==> config.mk <==
export PLATFORM = sky130hd
export DESIGN_NAME = game_reset_sequencer
export DESIGN_NICKNAME = d
export VERILOG_FILES = /design/src/rtl/pong_ctrl_pkg.sv /design/src/rtl/edge_det.sv /design/src/rtl/game_reset_sequencer.sv
export SDC_FILE = /design/constraint.sdc
export NUM_CORES = 1
export LEC_CHECK = 0
export BUFFER_PORTS_ARGS = -buffer_cell sky130_fd_sc_hd__buf_4
export CAP_MARGIN = 20
export CORE_MARGIN = 2
export CORE_UTILIZATION = 35
export DETAILED_ROUTE_END_ITERATION = 16
export PLACE_DENSITY = 0.53
export SYNTH_ARGS = -nofsm -noshare
export SYNTH_HDL_FRONTEND = slang
export SYNTH_SLANG_ARGS = --single-unit
==> constraint.sdc <==
create_clock -name clk -period 1.93 [get_ports clk]
set_clock_uncertainty 0.1 [all_clocks]
set_input_delay 0.0965 -clock clk [delete_from_list [all_inputs] [get_ports clk]]
set_output_delay 0.0965 -clock clk [all_outputs]
set_load 0.005 [all_outputs]
==> src/rtl/pong_ctrl_pkg.sv <==
// Shared types and constants for the pong game-select / chip-reset controller.
package pong_ctrl_pkg;

    typedef enum logic [1:0] {
        ST_IDLE    = 2'd0,
        ST_WAIT_VS = 2'd1,
        ST_HOLD    = 2'd2,
        ST_RELEASE = 2'd3
    } seq_state_e;

    localparam int NUM_GAMES = 6;

    typedef logic [2:0] game_t;

    localparam game_t GAME_TENNIS   = 3'd0;
    localparam game_t GAME_SOCCER   = 3'd1;
    localparam game_t GAME_SQUASH   = 3'd2;
    localparam game_t GAME_PRACTICE = 3'd3;
    localparam game_t GAME_RIFLE1   = 3'd4;
    localparam game_t GAME_RIFLE2   = 3'd5;

    // "Next game" key steps through the six games and wraps after rifle2.
    function automatic game_t next_game(input game_t g);
        return (g == GAME_RIFLE2) ? GAME_TENNIS : game_t'(g + 3'd1);
    endfunction

endpackage

==> src/rtl/edge_det.sv <==
// Registered edge detector: compares each input bit with its value one cycle earlier.
module edge_det #(
    parameter int WIDTH = 1
) (
    input  logic             clk,
    input  logic [WIDTH-1:0] d_i,
    output logic [WIDTH-1:0] rise_o,
    output logic [WIDTH-1:0] fall_o
);

    logic [WIDTH-1:0] prev_q;

    // Always tracks the input, so it also holds the live value throughout reset
    // and the first cycle after reset cannot report a spurious edge.
    always_ff @(posedge clk) begin
        prev_q <= d_i;
    end

    assign rise_o = d_i & ~prev_q;
    assign fall_o = ~d_i & prev_q;

endmodule

==> src/rtl/game_reset_sequencer.sv <==
// Sequences game selection and the game chip reset: waits for vsync, then holds
// the chip in reset for RESET_CYCLES with the new game pins applied.
module game_reset_sequencer
    import pong_ctrl_pkg::*;
#(
    parameter int RESET_CYCLES = 128,
    parameter int DEFAULT_GAME = 1,
    parameter int VS_TIMEOUT   = 2**20
) (
    input  logic       clk,
    input  logic       reset,
    input  logic [6:0] i_gamesel,
    input  logic       i_key_reset,
    input  logic       i_host_reset_n,
    input  logic       i_vsync,
    output logic [5:0] o_game_n,
    output logic       o_chip_reset,
    output logic       o_busy
);

    localparam int HW = (RESET_CYCLES > 1) ? $clog2(RESET_CYCLES) : 1;
    localparam int VW = (VS_TIMEOUT > 1) ? $clog2(VS_TIMEOUT) : 1;
    localparam logic [HW-1:0] HOLD_LAST = HW'(RESET_CYCLES - 1);
    localparam logic [VW-1:0] VS_LAST   = VW'(VS_TIMEOUT - 1);
    localparam game_t         DEF_GAME  = game_t'(DEFAULT_GAME);

    seq_state_e    state_q, state_d;
    logic [HW-1:0] hold_cnt_q, hold_cnt_d;
    logic [VW-1:0] vs_cnt_q, vs_cnt_d;
    game_t         game_q, game_d;
    game_t         pend_q, pend_d;

    logic [6:0] gs_rise, gs_fall;
    logic [1:0] rst_rise, rst_fall;
    logic       vs_rise, vs_fall;
    logic       unused_edges;

    edge_det #(.WIDTH(7)) u_gs_edge (
        .clk(clk), .d_i(i_gamesel), .rise_o(gs_rise), .fall_o(gs_fall)
    );
    edge_det #(.WIDTH(2)) u_rst_edge (
        .clk(clk), .d_i({i_key_reset, i_host_reset_n}), .rise_o(rst_rise), .fall_o(rst_fall)
    );
    edge_det #(.WIDTH(1)) u_vs_edge (
        .clk(clk), .d_i(i_vsync), .rise_o(vs_rise), .fall_o(vs_fall)
    );

    assign unused_edges = ^{gs_fall, rst_rise[0], rst_fall[1], vs_fall};

    logic  req;
    logic  direct_hit;
    game_t sel_game;

    assign req = (|gs_rise) | rst_rise[1] | rst_fall[0];

    // Lowest direct key wins; "next" only counts when no direct key fired.
    always_comb begin
        direct_hit = 1'b0;
        sel_game   = pend_q;
        for (int i = NUM_GAMES - 1; i >= 0; i--) begin
            if (gs_rise[i]) begin
                sel_game   = game_t'(i);
                direct_hit = 1'b1;
            end
        end
        if (!direct_hit && gs_rise[6]) begin
            sel_game = next_game(pend_q);
        end
    end

    always_comb begin
        state_d    = state_q;
        hold_cnt_d = hold_cnt_q;
        vs_cnt_d   = vs_cnt_q;
        game_d     = game_q;
        pend_d     = pend_q;
        case (state_q)
            ST_IDLE: begin
                vs_cnt_d = '0;
                if (req) begin
                    pend_d  = sel_game;
                    state_d = ST_WAIT_VS;
                end
            end
            ST_WAIT_VS: begin
                if (req) begin
                    pend_d = sel_game;
                end
                vs_cnt_d = vs_cnt_q + VW'(1);
                if (vs_rise || vs_cnt_q == VS_LAST) begin
                    state_d    = ST_HOLD;
                    hold_cnt_d = '0;
                    game_d     = pend_d;
                end
            end
            ST_HOLD: begin
                if (req) begin
                    pend_d     = sel_game;
                    game_d     = sel_game;
                    hold_cnt_d = '0;
                end else if (!i_host_reset_n) begin
                    hold_cnt_d = '0;
                end else if (hold_cnt_q == HOLD_LAST) begin
                    state_d = ST_RELEASE;
                end else begin
                    hold_cnt_d = hold_cnt_q + HW'(1);
                end
            end
            default: begin
                vs_cnt_d = '0;
                if (req) begin
                    pend_d  = sel_game;
                    state_d = ST_WAIT_VS;
                end else begin
                    state_d = ST_IDLE;
                end
            end
        endcase
    end

    always_ff @(posedge clk) begin
        if (reset) begin
            state_q    <= ST_HOLD;
            hold_cnt_q <= '0;
            vs_cnt_q   <= '0;
            game_q     <= DEF_GAME;
            pend_q     <= DEF_GAME;
        end else begin
            state_q    <= state_d;
            hold_cnt_q <= hold_cnt_d;
            vs_cnt_q   <= vs_cnt_d;
            game_q     <= game_d;
            pend_q     <= pend_d;
        end
    end

    assign o_game_n     = ~(6'b000001 << game_q);
    assign o_chip_reset = (state_q == ST_HOLD);
    assign o_busy       = (state_q != ST_IDLE);

endmodule

==> results.ini <==
[outcome]
status = complete, no violations

[yosys]
syn_nets = 257
synth-seq-area-share_pct = 41.6
synth-simple-area-share_pct = 28.8
synthDistinctLibCells = 55
synth_top_area_share_pct = 41.6
syn_avg_cell_area_sq_um = 9.05
synth-compound-area-share_pct = 12.2
yosys.area_share.adder_pct = 3.47
synthCells = 239
synthMuxAreaShare_pct = 3.35
ys_top_cells_by_area = dfxtp_1 (42%), nor2_1 (5.2%), xor2_1 (4.9%), nand3_1 (3.7%), ha_1 (3.5%)
synth_xor_area_share_pct = 7.29
synth_top_family_by_area = simple AND/OR/NAND/NOR gates
yosysTopAreaCell = dfxtp_1
syn_area_sq_mm = 0.00216
synth-seq-cells = 45
yosysWarnings = 0

[job]
drv_cap = 0

[sta]
fin_crit_sh_pct = 99.7
finalSetupTns_ps = 0
layout_min_cycle_time_ps = 1920
slew_headroom_pct = 72.6
hold_violations = 0
rsz0062_at_grt = true
fmax_mhz = 520
slew_violations = 0
tightest_slew_ps = 408
finalSetupViolations = 0

[place]
io_buffers = 19
numPlacedInstances = 363
globalplace.congestion = 0.756
dp_hpwl_um = 3420
dpl_cell_area_sq_mm = 0.00265

[global_routing]
grt_max_degree = 21
grt_pass1_vias = 1845
antenna_found_initial = 0
grt_pass1_wl_um = 8050
grt_overflow_total = 0
gr-usage-all-layers_pct = 15.3

[floorplanning]
start_util_pct = 36.3
std_cell_rows = 28
core_sq_mm = 0.00596
ios = 20
die_w_um = 82.6
die_area_sq_mm = 0.00683
die_y_um = 82.6

[cts]
cts_sinks = 45
cts-buffers-inserted = 5
clkLatencyLatePin_ps = 300
cts_tree = yes
ctsLongestPathBuffers = 2
cts_root_buf = clkbuf_8
clk_pin_slew_worst_paths_ps = 90
cts_htree_levels = 2

[drt]
antenna_left = 0
num_vias = 1898
drt_first_pass_iters = 5
drc = 0
wirelength_um = 4700
drt-initial-drc-count = 85
wl_per_cell_um = 12.2
vias_per_cell = 4.93

[critical_path]
critPathLaunchType = flip-flop
cp_max_fo = 4
cp.required_ps = 2050
arrival_ps = 2050
end_kind = flip-flop
crit_type = flip-flop to flip-flop

[pwr]
clockPowerShare_pct = 29.7
p_int_w = 0.00177
peakVddDrop_mv = 0.531
p_per_area_mw_per_mm2 = 842
sw_frac_of_total_pct = 29.2
p_seq_share_pct = 40.4
power_switching_w = 0.000729
leakagePower_nw = 1.17
combPwrFrac_pct = 29.9
p_total_w = 0.00250

[worst_hold_path]
hold_path.class = primary input to flip-flop

[cells_and_area]
final_cell_mix = buf_4 (58), dfxtp_1 (40), nor2_1 (30)
layout-drive-gt1-share_pct = 30.0
final_nets = 327
area_growth_pct = 37.2
final_common_cell = buf_4
stdcell_count = 385
stdcell_area_sq_mm = 0.00297
diodes = 0

==> cell families after synthesis <==
kind of cell | Yosys count
AOI/OAI and AO/OA | 35
xor gates and xnor gates | 18
adders and majority gates | 6
buffers and inverters | 16
DFF | 45
muxes | 7
and+or+nand+nor | 112
==> power by group through the flow <==
stage	combinational [W]	sequential, W	clock (W)
4_1_cts	0.000711	0.00101	0.000775
3_5_place_dp	0.000685	0.00103	0
3_3_place_gp	0.000681	0.00103	0
6_report	0.000747	0.00101	0.000744
2_1_floorplan	0.000411	0.00103	0
5_1_grt	0.000834	0.00102	0.000814
==> worst max-delay path, stage by stage, from the launching register on <==
cell	delay, ps
dfxtp_4	380
ha_4	130
and4_4	220
nand3_4	70
or4_4	430
a221oi_4	290
mux2i_1	240
==> area by class of cell <==
class / instances / area [sq um]
clock inverter: 3 / 50.0
timing repair buffer: 69 / 546
fill: 584 / 2990
multi-input combinational: 178 / 1260
clock buffer: 5 / 68.8
tap: 75 / 93.8
sequential: 45 / 912
inverter: 10 / 37.5
==> registers in the layout, summed over array words and instances, names as in the netlist <==
signal and cells:
game_q 3, u_vs_edge.prev_q 1, u_gs_edge.prev_q 7, hold_cnt_q 7, pend_q 3, vs_cnt_q 20
state_q 2, u_rst_edge.prev_q 2
==> Yosys cell counts (all sizes together) <==
master	instances
dfxtp	45
nor2	30
nand3	17
nand2	15
xor2	12
nand2b	10
inv	9
a211oi	7
nor3	7
o21ai	7
ha	6
nand4	6
xnor2	6
mux2i	5
a21oi	4
and4	4
nor2b	4
or2	4
and3	3
buf	3
clkbuf	3
or3	3
a211o	2
a31oi	2
a41oi	2
mux2	2
nand3b	2
nor4	2
o22ai	2
or4	2
a21boi	1
a221oi	1
a22o	1
a22oi	1
and2	1
clkinv	1
nand4b	1
nor3b	1
o211ai	1
o221ai	1
o31a	1
o31ai	1
o32ai	1
==> through the flow <==
step	hold WS (ps)	util [%]	worst slack, ps
finish	158	49.9	6.44
global route	169	49.9	-99.2
CTS	145	48.7	-13.6
detailed placement	112	44.5	-46.1
global placement	110	44.5	16.9
floorplan	24.2	-	5.80
==> path summary, 6_finish.rpt <==
check | start | endpoint | slack (ps) | depth (start not counted)
hold reg to reg | vs_cnt_q[5]$_SDFFE_PP0N_ | vs_cnt_q[5]$_SDFFE_PP0N_ | 400 | 2
hold / removal | i_gamesel[1] | pend_q[1]$_SDFF_PP0_ | 160 | 3
setup / recovery | hold_cnt_q[0]$_SDFFE_PP0P_ | state_q[0]$_SDFFE_PP0P_ | 6 | 6
setup reg to reg | hold_cnt_q[0]$_SDFFE_PP0P_ | state_q[0]$_SDFFE_PP0P_ | 6 | 6
==> routing by layer <==
layer,part of all wire (%),wire (um),track usage (%)
met5,0,0,0
met3,3.4,159,3.37
met2,47,2220,26.3
met1,48,2240,18.1
met4,1.7,80,7.38
==> timing repair <==
action	in CTS	in global routing
pin swaps	1	4
endpoints found under the hold margin	13	0
setup endpoints to repair	5	17
buffers inserted	1	2
hold buffers	11	0
resized for setup	3	16
Power figures use the tool's default switching activity.
